## src/rtl/shf_pipe_shifter_if.sv

```systemverilog
// rtl/shf_pipe_shifter_if.sv - request/response handshake bundle for the pipelined shifter
interface shf_pipe_shifter_if #(
  parameter int SIZE_DATA = 24
);
  localparam int SIZE_SHIFT = $clog2(SIZE_DATA) + 1;

  logic                  i_valid;
  logic                  o_ready;
  logic [1:0]            i_mode;
  logic [SIZE_SHIFT-1:0] i_shift_number;
  logic [SIZE_DATA-1:0]  i_data;
  logic                  o_valid;
  logic                  i_ready;
  logic [SIZE_DATA-1:0]  o_data;
  logic                  o_sticky;

  modport slave (
    input  i_valid, i_mode, i_shift_number, i_data, i_ready,
    output o_ready, o_valid, o_data, o_sticky
  );

  modport master (
    output i_valid, i_mode, i_shift_number, i_data, i_ready,
    input  o_ready, o_valid, o_data, o_sticky
  );
endinterface

```

## src/rtl/shf_pipe_shifter.sv

```systemverilog
// rtl/shf_pipe_shifter.sv - pipelined log-shifter (lsl/lsr/asr/ror) with right-shift sticky bit
module shf_pipe_shifter #(
  parameter int SIZE_DATA  = 24,
  parameter int NUM_STAGES = 2
) (
  input logic               i_clk,
  input logic               i_rst_n,
  shf_pipe_shifter_if.slave bus
);
  localparam int SIZE_SHIFT = $clog2(SIZE_DATA) + 1;
  localparam int NUM_LVL    = SIZE_SHIFT - 1;
  localparam int BASE       = NUM_LVL / NUM_STAGES;
  localparam int REM        = NUM_LVL % NUM_STAGES;
  localparam logic [SIZE_SHIFT-1:0] DATA_W = SIZE_SHIFT'(SIZE_DATA);
  localparam logic [SIZE_DATA-1:0]  ONES   = '1;

  logic adv;
  assign adv         = bus.i_ready || !bus.o_valid;
  assign bus.o_ready = adv;

  // Saturating shifts are resolved up front so the mux levels only see amounts < SIZE_DATA.
  logic [SIZE_SHIFT-1:0] eff_amt;
  logic                  sat;
  logic [SIZE_DATA-1:0]  pre_data;
  logic                  pre_sticky;
  logic [NUM_LVL-1:0]    pre_amt;

  always_comb begin
    eff_amt    = (bus.i_mode == 2'b11) ? (bus.i_shift_number % DATA_W) : bus.i_shift_number;
    sat        = (eff_amt >= DATA_W);
    pre_data   = bus.i_data;
    pre_sticky = 1'b0;
    pre_amt    = eff_amt[NUM_LVL-1:0];
    if (sat) begin
      pre_amt    = '0;
      pre_data   = (bus.i_mode == 2'b10 && bus.i_data[SIZE_DATA-1]) ? ONES : '0;
      pre_sticky = (bus.i_mode == 2'b01 || bus.i_mode == 2'b10) && (|bus.i_data);
    end
  end

  for (genvar s = 0; s < NUM_STAGES; s++) begin : g_stage
    localparam int LO = s * BASE + ((s < REM) ? s : REM);
    localparam int HI = LO + BASE + ((s < REM) ? 1 : 0);

    logic                 in_valid;
    logic [SIZE_DATA-1:0] in_data;
    logic                 in_sticky;
    logic [1:0]           in_mode;
    logic [NUM_LVL-1:LO]  in_amt;

    logic                 valid_q;
    logic [SIZE_DATA-1:0] data_q;
    logic [SIZE_DATA-1:0] data_d;
    logic                 sticky_q;
    logic                 sticky_d;

    if (s == 0) begin : g_src
      assign in_valid  = bus.i_valid;
      assign in_data   = pre_data;
      assign in_sticky = pre_sticky;
      assign in_mode   = bus.i_mode;
      assign in_amt    = pre_amt;
    end else begin : g_src
      assign in_valid  = g_stage[s-1].valid_q;
      assign in_data   = g_stage[s-1].data_q;
      assign in_sticky = g_stage[s-1].sticky_q;
      assign in_mode   = g_stage[s-1].g_fwd.mode_q;
      assign in_amt    = g_stage[s-1].g_fwd.amt_q;
    end

    // Level k shifts by 2**k; arithmetic fill is the current MSB, which stays the sign.
    always_comb begin
      data_d   = in_data;
      sticky_d = in_sticky;
      for (int k = LO; k < HI; k++) begin
        if (in_amt[k]) begin
          case (in_mode)
            2'b00: data_d = data_d << (1 << k);
            2'b11: data_d = (data_d >> (1 << k)) | (data_d << (SIZE_DATA - (1 << k)));
            default: begin
              sticky_d = sticky_d | (|(data_d & ~(ONES << (1 << k))));
              data_d   = (data_d >> (1 << k)) |
                         ((in_mode[1] && data_d[SIZE_DATA-1]) ? ~(ONES >> (1 << k)) : '0);
            end
          endcase
        end
      end
    end

    always_ff @(posedge i_clk) begin
      if (!i_rst_n) begin
        valid_q  <= 1'b0;
        data_q   <= '0;
        sticky_q <= 1'b0;
      end else if (adv) begin
        valid_q  <= in_valid;
        data_q   <= data_d;
        sticky_q <= sticky_d;
      end
    end

    if (s < NUM_STAGES - 1) begin : g_fwd
      logic [1:0]          mode_q;
      logic [NUM_LVL-1:HI] amt_q;

      always_ff @(posedge i_clk) begin
        if (!i_rst_n) begin
          mode_q <= 2'b00;
          amt_q  <= '0;
        end else if (adv) begin
          mode_q <= in_mode;
          amt_q  <= in_amt[NUM_LVL-1:HI];
        end
      end
    end
  end

  assign bus.o_valid  = g_stage[NUM_STAGES-1].valid_q;
  assign bus.o_data   = g_stage[NUM_STAGES-1].data_q;
  assign bus.o_sticky = g_stage[NUM_STAGES-1].sticky_q;
endmodule
```

## src/flat_wrapper.sv

```systemverilog
// flat-port wrapper written by rule: the top's interface ports become plain ports
module shf_pipe_shifter_flat 
#(
  parameter int SIZE_DATA  = 24,
  parameter int NUM_STAGES = 2
)
  (i_clk, i_rst_n, bus_i_valid, bus_i_mode, bus_i_shift_number, bus_i_data, bus_i_ready, bus_o_ready, bus_o_valid, bus_o_data, bus_o_sticky);
  shf_pipe_shifter_if #(.SIZE_DATA(SIZE_DATA)) bus_i ();
  input logic i_clk;
  input logic i_rst_n;
  input wire logic [$bits(bus_i.i_valid)-1:0] bus_i_valid;
  input wire logic [$bits(bus_i.i_mode)-1:0] bus_i_mode;
  input wire logic [$bits(bus_i.i_shift_number)-1:0] bus_i_shift_number;
  input wire logic [$bits(bus_i.i_data)-1:0] bus_i_data;
  input wire logic [$bits(bus_i.i_ready)-1:0] bus_i_ready;
  output wire logic [$bits(bus_i.o_ready)-1:0] bus_o_ready;
  output wire logic [$bits(bus_i.o_valid)-1:0] bus_o_valid;
  output wire logic [$bits(bus_i.o_data)-1:0] bus_o_data;
  output wire logic [$bits(bus_i.o_sticky)-1:0] bus_o_sticky;
  assign bus_i.i_valid = bus_i_valid;
  assign bus_i.i_mode = bus_i_mode;
  assign bus_i.i_shift_number = bus_i_shift_number;
  assign bus_i.i_data = bus_i_data;
  assign bus_i.i_ready = bus_i_ready;
  assign bus_o_ready = bus_i.o_ready;
  assign bus_o_valid = bus_i.o_valid;
  assign bus_o_data = bus_i.o_data;
  assign bus_o_sticky = bus_i.o_sticky;
  shf_pipe_shifter #(.SIZE_DATA(SIZE_DATA), .NUM_STAGES(NUM_STAGES)) u_core (.i_clk(i_clk), .i_rst_n(i_rst_n), .bus(bus_i));
endmodule
```

## config.mk

```make
export PLATFORM = sky130hd
export DESIGN_NAME = shf_pipe_shifter_flat
export DESIGN_NICKNAME = d
export VERILOG_FILES = /design/src/rtl/shf_pipe_shifter_if.sv /design/src/rtl/shf_pipe_shifter.sv /design/src/flat_wrapper.sv
export SDC_FILE = /design/constraint.sdc
export NUM_CORES = 1
export LEC_CHECK = 0
export BUFFER_PORTS_ARGS = -buffer_cell sky130_fd_sc_hd__buf_4
export CELL_PAD_IN_SITES_DETAIL_PLACEMENT = 1
export CELL_PAD_IN_SITES_GLOBAL_PLACEMENT = 2
export CORE_ASPECT_RATIO = 0.8
export CORE_MARGIN = 2
export CORE_UTILIZATION = 36
export CTS_CLUSTER_DIAMETER = 40
export DETAILED_ROUTE_END_ITERATION = 10
export GPL_TIMING_DRIVEN = 0
export HOLD_SLACK_MARGIN = 0.06
export PLACE_DENSITY = 0.95
export SYNTH_ARGS = -nofsm -noshare
export SYNTH_HDL_FRONTEND = slang
export SYNTH_SLANG_ARGS = --single-unit
```

## constraint.sdc

```tcl
create_clock -name i_clk -period 5.8 [get_ports i_clk]
set_input_delay 0 -clock i_clk [delete_from_list [all_inputs] [get_ports i_clk]]
set_output_delay 0 -clock i_clk [all_outputs]
set_load 0.01 [all_outputs]
```

; Yosys cells after proc, flatten, opt, wreduce, memory -nomap -nowiden
; Index checks and enable logic that the tools add are counted.
[op_classes]
n_lt_le_gt_ge = 1
bitwise_logic = 15
n_reduce_logical = 19
mux = 30
n_eq_ne = 4
n_div = 1
[ops]
columns = op, n
row1 = $mux W24, 12
row2 = $pmux W24 S2, 5
row3 = $or A16 B24 Y24, 2
row4 = $or A20 B24 Y24, 2
row5 = $or A22 B24 Y24, 2
row6 = $or A23 B24 Y24, 2
row7 = $or A8 B24 Y24, 2
row8 = $reduce_or A24 Y1, 1
row9 = $reduce_or A16 Y1, 1
row10 = $mux W1, 11
row11 = $reduce_or A8 Y1, 1
row12 = $logic_and A1 B1 Y1, 7
row13 = $eq A2 B2 Y1 const B, 3
row14 = $ge A6 B5 Y1 const B, 1
row15 = $mod A6 B5 Y6 const B, 1
row16 = $mux W6, 1
row17 = $reduce_or A2 Y1, 3
row18 = $mux W5, 1
row19 = $or A1 B1 Y1, 5
row20 = $logic_not A2 Y1, 2
row21 = $reduce_or A4 Y1, 1
row22 = $eq A2 B1 Y1 const B, 1
row23 = $logic_or A1 B1 Y1, 2
row24 = $logic_not A1 Y1, 1
[totals]
wordCells = 78
output_inout_bits = 27
ff_bits = 56
in_bits = 36

; Logic depth before layout (Yosys ltp)
; Gate-level depths: netlist of run 1.
[logic_depth]
word_depth = 19
ltp_mapped = 11
mapped_depth_nobuf = 9

; Worst setup path after synthesis of run 1
; OpenSTA, ideal clock, no wires.
[synth_timing]
path_kind = reg2reg
startpoint = reg u_core.g_stage[0].g_fwd.mode_q[1]
endpoint = reg u_core.g_stage[1].sticky_q (netlist: u_core.bus.o_sticky)
path_buffers = 2
arrival_ns = 2.257
stages_incl_launch_ff = 12
path_slack_ns = 3.406
cell_sequence = dfxtp_1 > inv_1 > ha_1 > or2_1 > buf_2 > buf_6 > a31oi_1 > inv_1 > nor4_1 > nand4_1 > a311oi_1 > a21oi_1
[synth_between]
elab_chain_cells = 7
word_cells_on_any_way = 11
classes_between = eq/ne: 1 / mux: 6 / bitwise: 1 / reduce/logical: 3
[synth_lines]
columns = element, line
row1 = from (decl), shf_pipe_shifter.sv:103  ; logic [1:0] mode_q;
row2 = from (signal assigned), shf_pipe_shifter.sv:111  ; mode_q <= in_mode;
row3 = $eq A2 B2 Y1 or $logic_not A2 Y1 (tied branches), shf_pipe_shifter.sv:77  ; case (in_mode)
row4 = $pmux W24 S2 or $reduce_or A2 Y1 (tied branches), --
row5 = $mux W24 or $mux W1 (tied branches), "shf_pipe_shifter.sv:76, shf_pipe_shifter.sv:77"
row6 = $reduce_or A16 Y1 or $mux W1 (tied branches), "shf_pipe_shifter.sv:81, shf_pipe_shifter.sv:76"
row7 = $or A1 B1 Y1, shf_pipe_shifter.sv:81  ; sticky_d = sticky_d | (|(data_d & ~(ONES << (1 << k))));
row8 = $mux W1, shf_pipe_shifter.sv:77
row9 = $mux W1 (*), shf_pipe_shifter.sv:76  ; if (in_amt[k]) begin
row10 = to (signal assigned), shf_pipe_shifter.sv:98  ; sticky_q <= sticky_d;
row11 = to (decl), shf_pipe_shifter.sv:54  ; logic sticky_q;
; Every way passes the cells marked *; elsewhere a longest branch is shown, timed or not.
; A chain may end at the register's enable or synchronous reset.

; Worst setup path in the final report of run 1
; Same ends and word-level chain as after synthesis.

==> results.tsv, run 1 <==
metric	value	unit
cp_max_fo	10	
register_area	0.00112	mm²
synth_compound_area_share	46.0	%
p_leak	2.21	nW
finClkSkew	0.00366	ns
cts_setup_buffers	0	
startpoint_type	flip-flop	
worst_slew_pin_slew	0.945	ns
reg2regPathDepth	11	
clk_pin_slew	0.07	ns
setup_viol	0	
grt_start_max_net_pins	17	
yosys.area_share.adder	1.30	%
ys_seq_area_share	23.3	%
rsz0062_at_grt	no	
hold_depth	2	
synth-main-ff-cell	dfxtp_1	
via_per_inst	6.77	
gp_congestion	0.990	
die_h	107	µm
synthTopCellsByArea	dfxtp_1 23%, nand2_1 5.7%, a21oi_1 5.5%, o221ai_1 4.7%, o21ai_0 4.3%	
nFillCells	1641	
drt_iter0_drc	765	
hpwlAfterDp	18.1	mm
synth_area	0.00482	mm²
initial_core_util	37.2	%
antenna_found_initial	0	
synth.top_cell.area_share	23.3	%
wl_per_cell	24.8	µm
worst_slack	2.41	ns
synth_top_area_cell	dfxtp_1	
grt_pass1_vias	5988	
final_max_slew_viol_count	0	
synth_mux_area_share	0.208	%
syn-num-nets	714	
ant_nets	0	
synth_cell_types	67	
cts_max_level	2	
portBuffers	60	
r2r-start	u_core.g_stage[0].g_fwd.mode_q[1]$_SDFFE_PN0P_	
dieWidth	133	µm
finish.utilization	44.0	%
pre_cts_slack	2.56	ns
path_class	flip-flop to flip-flop	
critPathCaptureType	flip-flop	
drc	0	
multi_input_area	0.00333	mm²
die_area	0.0143	mm²
min_period_over_period	58.5	%
area_delta_synth_final	18.4	%
cts_tree	done	
layout.nets	784	
grt_pass1_wl	35.0	mm
drive_gt1_share	14.4	%
max_slew_margin	36.0	%
antenna_cells	0	
worstReg2RegEnd	u_core.bus.o_sticky$_SDFFE_PN0P_	
fin_crit	3.39	ns
synth_xor_area_share	0	%
pwr_density_cell	243	mW/mm²
tns	0	ns
final_common_cell	nand2_1	
synth_cells	673	
synth_top_family_by_area	compound AO/OA/AOI/OAI gates	
hold_viol	0	
coreArea	0.0130	mm²
synth.avg_cell_area	7.16	µm²
peakVddDrop	0.150	mV
track_usage	31.5	%
row_count	37	
cts.sinks	56	
synth_async_sr_flop_share	0	%
yosys.area_share.simple	21.6	%
num_vias	6212	
worstHoldPathType	primary input to flip-flop	
wirelength	22.8	mm
p_total	1.39	mW
mostFrequentLayoutCells	73 x nand2_1, 62 x buf_4, 56 x dfxtp_1, 53 x a21oi_1, 52 x nor2_1	
endpoint	u_core.bus.o_sticky$_SDFFE_PN0P_	
cts_buffers	5	
dr.pass1.iters	5	
status	complete, no violations	
ys_ff_latch	56	
overflow	0	
critical_path_arrival	3.56	ns
io_pins	63	
cts_resized	0	
cts_buffer_depth	2	
insertion_delay	0.29	ns
critPathRequiredTime	5.96	ns
synth_edf_count	0	
startpoint	u_core.g_stage[0].g_fwd.mode_q[1]$_SDFFE_PN0P_	
synth_warnings	0	
worst_hold_slack	0.0979	ns
root_buffer	clkbuf_16	
max-cap-violations	0	
regToRegSetupSlack	2.41	ns
max_clock_freq	295	MHz
## stage by stage
stage | instance area, µm² | std cells
2_1_floorplan | 4820 | 673
3_3_place_gp | 5490 | 908
3_5_place_dp | 5490 | 908
4_1_cts | 5700 | 918
5_1_grt | 5700 | 918
6_report | 5700 | 918
## what timing repair did
| item | 4_1_cts | 5_1_grt |
|---|---|---|
| endpoints found under the setup margin | 0 | 0 |
| endpoints found under the hold margin | 3 | 0 |
| hold buffers | 3 | 0 |
## routing by layer
layer  vias up  share of wire (%)  global-route usage (%)
met5         -                  0                       0
met2       413                 39                    44.4
met4         0                1.2                    4.33
met1      3043                 46                    46.6
li1       2723                  -                       -
met3        33                 13                    11.4
## layout make-up
class | count | share of cell area [%]
Buffer | 68 | 5.31
Clock buffer | 5 | 2.19
Timing Repair Buffer | 63 | 8.43
Tap cell | 175 | 3.84
Clock inverter | 2 | 1.05
Multi-Input combinational cell | 531 | 58.3
Sequential cell | 56 | 19.7
Inverter | 18 | 1.18
## worst max-delay path, stage by stage, from the launching register on
cell and delay, ns:
dfxtp_1 0.45, inv_1 0.07, ha_1 0.43, or2_1 0.26
buf_2 0.19, buf_6 0.16, a31oi_1 0.48, inv_1 0.13
nor4_1 0.30, nand4_1 0.29, a311oi_1 0.38, a21oi_1 0.10
## worst min-delay path by stage
stage | endpoint | startpoint | slack (ns)
2_1_floorplan | u_core.g_stage[0].g_fwd.mode_q[0]$_SDFFE_PN0P_ | bus_i_mode[0] | 0.15
3_3_place_gp | u_core.g_stage[0].valid_q$_SDFFE_PN0P_ | bus_i_valid | 0.27
3_5_place_dp | u_core.g_stage[0].valid_q$_SDFFE_PN0P_ | bus_i_valid | 0.29
4_1_cts | u_core.bus.o_data[13]$_SDFFE_PN0P_ | i_rst_n | 0.11
5_1_grt | u_core.g_stage[0].g_fwd.mode_q[1]$_SDFFE_PN0P_ | i_rst_n | 0.13
6_report | u_core.g_stage[0].g_fwd.mode_q[0]$_SDFFE_PN0P_ | i_rst_n | 0.1
## synthesized netlist by cell type (all sizes together) (2+ instances only)
master and instances:
a31o 2, nor3 10, o21a 7, a32oi 7, a221oi 12, nand4b 2, and2 4, o211ai 18
o32a 3, a311oi 5, nor4 12, nor2 53, o21ai 48, a31oi 25, o221a 5, o2111ai 4
a22oi 26, a21o 3, a2bb2oi 3, o221ai 26, a211oi 2, o211a 16, o22a 2, dfxtp 56
clkbuf 40, o2bb2ai 6, buf 28, nor2b 22, o311ai 2, o31ai 3, nor3b 2, or2 3
o22ai 7, inv 18, nand2 73, a21boi 12, or3 2, nand3 17, nand4 2, a211o 2
a21oi 55, nand2b 13, ha 5
## power by group
part | internal, mW | switching, mW | total (mW)
clock network | 0.245 | 0.145 | 0.390
registers | 0.425 | 0.0428 | 0.468
logic | 0.189 | 0.340 | 0.529
total | 0.860 | 0.528 | 1.39
## flip-flops by register name, summed over array words and instances, names as in the netlist
name / cells
u_core.g_stage.data_q: 24
u_core.g_stage.valid_q: 1
u_core.g_stage.g_fwd.amt_q: 2
u_core.bus.o_data: 24
u_core.g_stage.g_fwd.mode_q: 2
u_core.g_stage.sticky_q: 1
u_core.bus.o_valid: 1
u_core.bus.o_sticky: 1
## cells by family (layout without fill, tap and decap cells)
kind of cell	after synthesis	count (layout)
simple gates	219	219
mux	1	1
flops	56	56
compound gates	306	306
buf+inv	86	156
fa+ha+maj	5	5
(Power assumes the default switching activity.)
==> run 2: changes to the inputs <==
--- a/config.mk
+++ b/config.mk
@@ -10,12 +10,12 @@
 export CELL_PAD_IN_SITES_GLOBAL_PLACEMENT = 2
 export CORE_ASPECT_RATIO = 0.8
 export CORE_MARGIN = 2
-export CORE_UTILIZATION = 36
+export CORE_UTILIZATION = 33
 export CTS_CLUSTER_DIAMETER = 40
 export DETAILED_ROUTE_END_ITERATION = 10
 export GPL_TIMING_DRIVEN = 0
 export HOLD_SLACK_MARGIN = 0.06
-export PLACE_DENSITY = 0.95
+export PLACE_DENSITY = 0.92
 export SYNTH_ARGS = -nofsm -noshare
 export SYNTH_HDL_FRONTEND = slang
 export SYNTH_SLANG_ARGS = --single-unit
==> constraint.sdc (replaced) <==
create_clock -name i_clk -period 3.55 [get_ports i_clk]
set_input_delay 0 -clock i_clk [delete_from_list [all_inputs] [get_ports i_clk]]
set_output_delay 0 -clock i_clk [all_outputs]
set_load 0.01 [all_outputs]
==> run 2 against run 1 <==
Against the previous run:
- sequential share of layout area decreased by 0.094 points
- via count rose by 0.52%
- highest routed layer unchanged
- routed wire length fell by 1.1%
- setup slack got worse by 2.3 ns
- die area increased by 8.8%
- total power rose by 61%
- critical path depth did not move
- largest cell class unchanged
- fmax fell by 1.1%
==> results.tsv, run 2 (synthesized netlist as in run 1, its figures left out) <==
metric	value	unit
status	complete, no violations	
area_delta_synth_final	18.9	%
drc	0	
max-cap-violations	0	
regToRegSetupSlack	0.12	ns
hold_depth	2	
hpwlAfterDp	17.8	mm
dieWidth	139	µm
num_vias	6244	
worst_hold_slack	0.0998	ns
antenna_cells	0	
setup_viol	0	
worst_slew_pin_slew	0.780	ns
wirelength	22.6	mm
r2r-start	u_core.g_stage[0].g_fwd.mode_q[1]$_SDFFE_PN0P_	
startpoint_type	flip-flop	
cts_buffer_depth	2	
pwr-share-comb	38.8	%
max_slew_margin	47.2	%
finClkSkew	0.00576	ns
cts_setup_buffers	0	
mostFrequentLayoutCells	73 x nand2_1, 62 x buf_4, 56 x dfxtp_1, 53 x a21oi_1, 52 x nor2_1	
internal_power	1.38	mW
max_clock_freq	291	MHz
cts_buffers	5	
antenna_found_initial	0	
hold_viol	0	
tns	0	ns
track_usage	28.4	%
p_leak	2.21	nW
pwr_density_cell	390	mW/mm²
min_period_over_period	96.7	%
cts.sinks	56	
via_per_inst	6.73	
root_buffer	clkbuf_16	
row_count	39	
crit_chain	inv_1 -> ha_1 -> or2_1 -> buf_2 -> buf_6 -> a31oi_1 -> inv_1 -> nor4_1 -> nand4_1 -> a311oi_2 -> a21oi_1	
nFillCells	1818	
power_switching	0.858	mW
p_sw_share	38.4	%
worstReg2RegEnd	u_core.bus.o_sticky$_SDFFE_PN0P_	
overflow	0	
peakVddDrop	0.213	mV
die_area	0.0156	mm²
dr.pass1.iters	5	
layout.nets	784	
worst_path_max_delay_cell	dfxtp_1	
grt_pass1_wl	35.1	mm
critical_path_arrival	3.59	ns
reg2regPathDepth	11	
final_common_cell	nand2_1	
insertion_delay	0.30	ns
critPathBufInv	4	
gp_congestion	0.983	
crit_family	compound AO/OA/AOI/OAI gates	
worstHoldPathType	primary input to flip-flop	
cp_max_fo	10	
grt_pass1_vias	5993	
crit_top_cell	inv_1	
drive_gt1_share	14.9	%
rsz0062_at_grt	no	
critPathCaptureType	flip-flop	
p_total	2.24	mW
io_pins	63	
final_max_slew_viol_count	0	
grt_start_max_net_pins	17	
clkPwrFrac	27.2	%
seqPwrFrac	34.0	%
slowest_delay	0.47	ns
clk_pin_slew	0.07	ns
die_h	112	µm
coreArea	0.0143	mm²
wl_per_cell	24.3	µm
hold_start	i_rst_n	
drt_iter0_drc	876	
fin_crit	3.43	ns
path_class	flip-flop to flip-flop	
cts_max_level	2	
initial_core_util	33.7	%
min_to	u_core.bus.o_data[13]$_SDFFE_PN0P_	
ant_nets	0	
portBuffers	60	
critPathRequiredTime	3.71	ns
cts_tree	done	
[run 2: cell count changes in the layout (fill, tap and decap cells not counted), sizes merged]
cell and delta:
bufinv -1, clkbuf +2
[run 2: power groups by stage]
| stage | clock, mW | sequential (mW) | combinational [mW] |
|---|---|---|---|
| 2_1_floorplan | 0 | 0.762 | 0.504 |
| 3_3_place_gp | 0 | 0.766 | 0.804 |
| 3_5_place_dp | 0 | 0.771 | 0.824 |
| 4_1_cts | 0.614 | 0.757 | 0.831 |
| 5_1_grt | 0.639 | 0.767 | 0.924 |
| 6_report | 0.608 | 0.759 | 0.868 |
[run 2: metrics by stage]
stage	worst slack, ns	util (%)	cell area, µm²	cells
after CTS	0.153	39.9	5710	928
final	0.117	40.1	5730	928
after global routing	0.0343	40.1	5730	928
after global placement	0.294	38.5	5500	917
after detailed placement	0.200	38.5	5500	917
after floorplan	1.16	-	4820	673
[run 2: layer usage]
| metal | track usage (%) | vias to the layer above | routed length, µm | part of all wire (%) |
|---|---|---|---|---|
| met5 | 0 | - | 0 | 0 |
| met4 | 5.79 | 0 | 394 | 1.7 |
| met3 | 8.06 | 45 | 2780 | 12 |
| met2 | 39.6 | 381 | 9110 | 40 |
| met1 | 43.3 | 3081 | 10300 | 46 |
| li1 | - | 2737 | - | - |
[run 2: cell type report]
type	count	area, µm²	area share (%)
Sequential cell	56	1120	19.6
Buffer	68	303	5.28
Tap cell	184	230	4.02
Timing Repair Buffer	63	480	8.39
Inverter	18	67.6	1.18
Multi-Input combinational cell	531	3340	58.4
Clock buffer	7	153	2.66
Clock inverter	1	30.0	0.524
[run 2: worst max-delay path by stage]
stage	start	endpoint	slack, ns	depth (start not counted)
2_1_floorplan	u_core.g_stage[0].g_fwd.mode_q[1]$_SDFFE_PN0P_	u_core.bus.o_sticky$_SDFFE_PN0P_	1.16	11
3_3_place_gp	u_core.g_stage[0].g_fwd.mode_q[1]$_SDFFE_PN0P_	u_core.bus.o_sticky$_SDFFE_PN0P_	0.29	11
3_5_place_dp	u_core.g_stage[0].g_fwd.mode_q[1]$_SDFFE_PN0P_	u_core.bus.o_sticky$_SDFFE_PN0P_	0.20	11
4_1_cts	u_core.g_stage[0].g_fwd.mode_q[1]$_SDFFE_PN0P_	u_core.bus.o_sticky$_SDFFE_PN0P_	0.15	11
5_1_grt	u_core.g_stage[0].g_fwd.mode_q[1]$_SDFFE_PN0P_	u_core.bus.o_sticky$_SDFFE_PN0P_	0.03	11
6_report	u_core.g_stage[0].g_fwd.mode_q[1]$_SDFFE_PN0P_	u_core.bus.o_sticky$_SDFFE_PN0P_	0.12	11
[run 2: what timing repair did]
action	in CTS	in global routing
hold buffers	3	0
hold endpoints to repair	3	0
endpoints found under the setup margin	0	1
gates resized for setup	0	3
==> run 3: changes to the inputs <==
--- a/config.mk
+++ b/config.mk
@@ -5,17 +5,16 @@
 export SDC_FILE = /design/constraint.sdc
 export NUM_CORES = 1
 export LEC_CHECK = 0
-export BUFFER_PORTS_ARGS = -buffer_cell sky130_fd_sc_hd__buf_4
 export CELL_PAD_IN_SITES_DETAIL_PLACEMENT = 1
 export CELL_PAD_IN_SITES_GLOBAL_PLACEMENT = 2
 export CORE_ASPECT_RATIO = 0.8
 export CORE_MARGIN = 2
-export CORE_UTILIZATION = 33
+export CORE_UTILIZATION = 37
 export CTS_CLUSTER_DIAMETER = 40
 export DETAILED_ROUTE_END_ITERATION = 10
-export GPL_TIMING_DRIVEN = 0
+export DONT_BUFFER_PORTS = 1
 export HOLD_SLACK_MARGIN = 0.06
-export PLACE_DENSITY = 0.92
+export PLACE_DENSITY = 0.93
 export SYNTH_ARGS = -nofsm -noshare
 export SYNTH_HDL_FRONTEND = slang
 export SYNTH_SLANG_ARGS = --single-unit
==> run 3 against run 2 <==
Against the previous run:
- setup slack gained 0.55 ns
- global-route usage shrank 1.2 points
- sequential power grew 3.6%
- clock-buffer cell count shrank 2
- clock skew grew 0.0015 ns
- cell count shrank 12%
- critical path depth shrank 2
- largest power group is now registers
- clock power shrank 18%
- critical endpoint unchanged
==> results.tsv, run 3 (synthesized netlist as in run 1, its figures left out) <==
metric	value	unit
fin_crit	2.89	ns
worst_slew_pin_slew	1.11	ns
critPathRequiredTime	3.71	ns
max_slew_margin	26.1	%
final_common_cell	nand2_1	
hold_start	bus_i_shift_number[4]	
worstReg2RegEnd	u_core.bus.o_sticky$_SDFFE_PN0P_	
nFillCells	1623	
p_sw_share	39.1	%
area_delta_synth_final	6.23	%
cts_max_level	2	
startpoint	u_core.g_stage[0].g_fwd.mode_q[1]$_SDFFE_PN0P_	
insertion_delay	0.30	ns
drive_gt1_share	7.34	%
r2r-start	u_core.g_stage[0].g_fwd.mode_q[1]$_SDFFE_PN0P_	
coreArea	0.0128	mm²
critPathBufInv	1	
portBuffers	0	
p_leak	1.86	nW
grt_start_max_net_pins	58	
grt_pass1_vias	5339	
antenna_found_initial	2	
clk_pin_slew	0.07	ns
cts_buffer_depth	2	
initial_core_util	37.7	%
cp_num_cells	9	
worst_path_max_delay_cell	or2_1	
crit_family	simple AND/OR/NAND/NOR gates	
crit_chain	inv_1 -> ha_1 -> or2_1 -> a22oi_1 -> a21oi_1 -> nor4_1 -> nand4_1 -> a311oi_1 -> a21oi_1	
cp_max_fo	18	
regToRegSetupSlack	0.66	ns
wirelength	19.3	mm
die_h	106	µm
overflow	0	
die_area	0.0140	mm²
max-cap-violations	0	
min_period_over_period	81.3	%
power_switching	0.772	mW
seqPwrFrac	39.8	%
row_count	37	
dieWidth	132	µm
setup_viol	0	
drc	0	
peakVddDrop	0.210	mV
ant_nets	0	
max_clock_freq	347	MHz
dr.pass1.iters	5	
reg2regPathDepth	9	
rsz0062_at_grt	no	
slowest_delay	0.52	ns
layout.nets	681	
cts_tree	done	
critical_path_arrival	3.04	ns
path_class	flip-flop to flip-flop	
via_per_inst	6.85	
hold_depth	4	
cts.sinks	56	
p_total	1.98	mW
final_max_slew_viol_count	0	
cts_resized	0	
clkPwrFrac	25.2	%
mostFrequentLayoutCells	73 x nand2_1, 56 x dfxtp_1, 53 x a21oi_1, 52 x nor2_1, 41 x o21ai_0	
hpwlAfterDp	14.3	mm
crit_top_cell	a21oi_1	
startpoint_type	flip-flop	
gp_congestion	0.920	
root_buffer	clkbuf_16	
wl_per_cell	23.6	µm
endpoint	u_core.bus.o_sticky$_SDFFE_PN0P_	
status	complete, no violations	
pwr_density_cell	386	mW/mm²
internal_power	1.20	mW
drt_iter0_drc	750	
tns	0	ns
num_vias	5593	
grt_pass1_wl	30.5	mm
finClkSkew	0.00728	ns
worstHoldPathType	primary input to flip-flop	
cts_buffers	5	
track_usage	27.2	%
critPathCaptureType	flip-flop	
io_pins	63	
hold_viol	0	
pwr-share-comb	35.0	%
-- run 3: changes by cell type in the layout (fill, tap and decap cells not counted), moves of 3 or more --
cell / change
buf_4: -41
clkbuf_1: -40
buf_2: -20
buf_1: -4
dlygate4sd3_1: +3
-- run 3: power by group through the flow --
| stage | Sequential [mW] | Combinational (mW) | Clock, mW |
|---|---|---|---|
| floorplan | 0.762 | 0.504 | 0 |
| global placement | 0.796 | 0.637 | 0 |
| detailed placement | 0.799 | 0.652 | 0 |
| CTS | 0.784 | 0.673 | 0.512 |
| global route | 0.794 | 0.749 | 0.536 |
| finish | 0.786 | 0.692 | 0.498 |
-- run 3: layer usage --
metal / GRT usage (%) / part of all wire [%] / up-vias
li1: - / - / 2511
met1: 40.0 / 46 / 2804
met2: 41.0 / 44 / 257
met3: 5.20 / 8.7 / 19
met4: 6.06 / 1.2 / 2
met5: 0 / 0.047 / -
-- run 3: layout make-up --
cell class / count / area [µm²] / area share, %
Inverter: 18 / 67.6 / 1.32
Clock inverter: 2 / 16.3 / 0.318
Clock buffer: 5 / 125 / 2.44
Sequential cell: 56 / 1120 / 21.9
Tap cell: 175 / 219 / 4.28
Multi-Input combinational cell: 531 / 3330 / 65.0
Timing Repair Buffer: 28 / 238 / 4.65
Antenna cell: 1 / 2.50 / 0.0489
-- run 3: per-stage QoR --
stage	hold slack [ns]	setup WS [ns]	instances	instance area, µm²	util [%]
after floorplan	0.147	1.16	673	4820	-
after global placement	0.123	0.836	801	4890	38.3
after detailed placement	0.130	0.712	801	4890	38.3
after CTS	0.0925	0.709	815	5110	40.0
after global routing	0.140	0.472	815	5110	40.0
final	0.0997	0.665	816	5120	40.1
-- run 3: how the worst min path moves through the flow --
stage | endpoint
detailed placement | u_core.bus.o_valid$_SDFFE_PN0P_
finish | u_core.g_stage[0].g_fwd.amt_q[3]$_SDFFE_PN0P_
CTS | u_core.g_stage[0].g_fwd.amt_q[3]$_SDFFE_PN0P_
global route | u_core.g_stage[0].g_fwd.amt_q[3]$_SDFFE_PN0P_
floorplan | u_core.g_stage[0].g_fwd.mode_q[0]$_SDFFE_PN0P_
global placement | u_core.bus.o_valid$_SDFFE_PN0P_
-- run 3: what timing repair did --
action | in CTS | in global routing
buffers inserted | 0 | 0
hold buffers | 7 | 0
endpoints found under the setup margin | 0 | 0
hold endpoints to repair | 56 | 0
-- run 3: worst register-to-register path: cells and delay by family, from the launching register on --
| kind | cells | cell delay, ns |
|---|---|---|
| compound gates | 4 | 0.80 |
| fa+ha+maj | 1 | 0.38 |
| buf+inv | 1 | 0.07 |
| flops | 1 | 0.41 |
| simple gates | 3 | 1.07 |
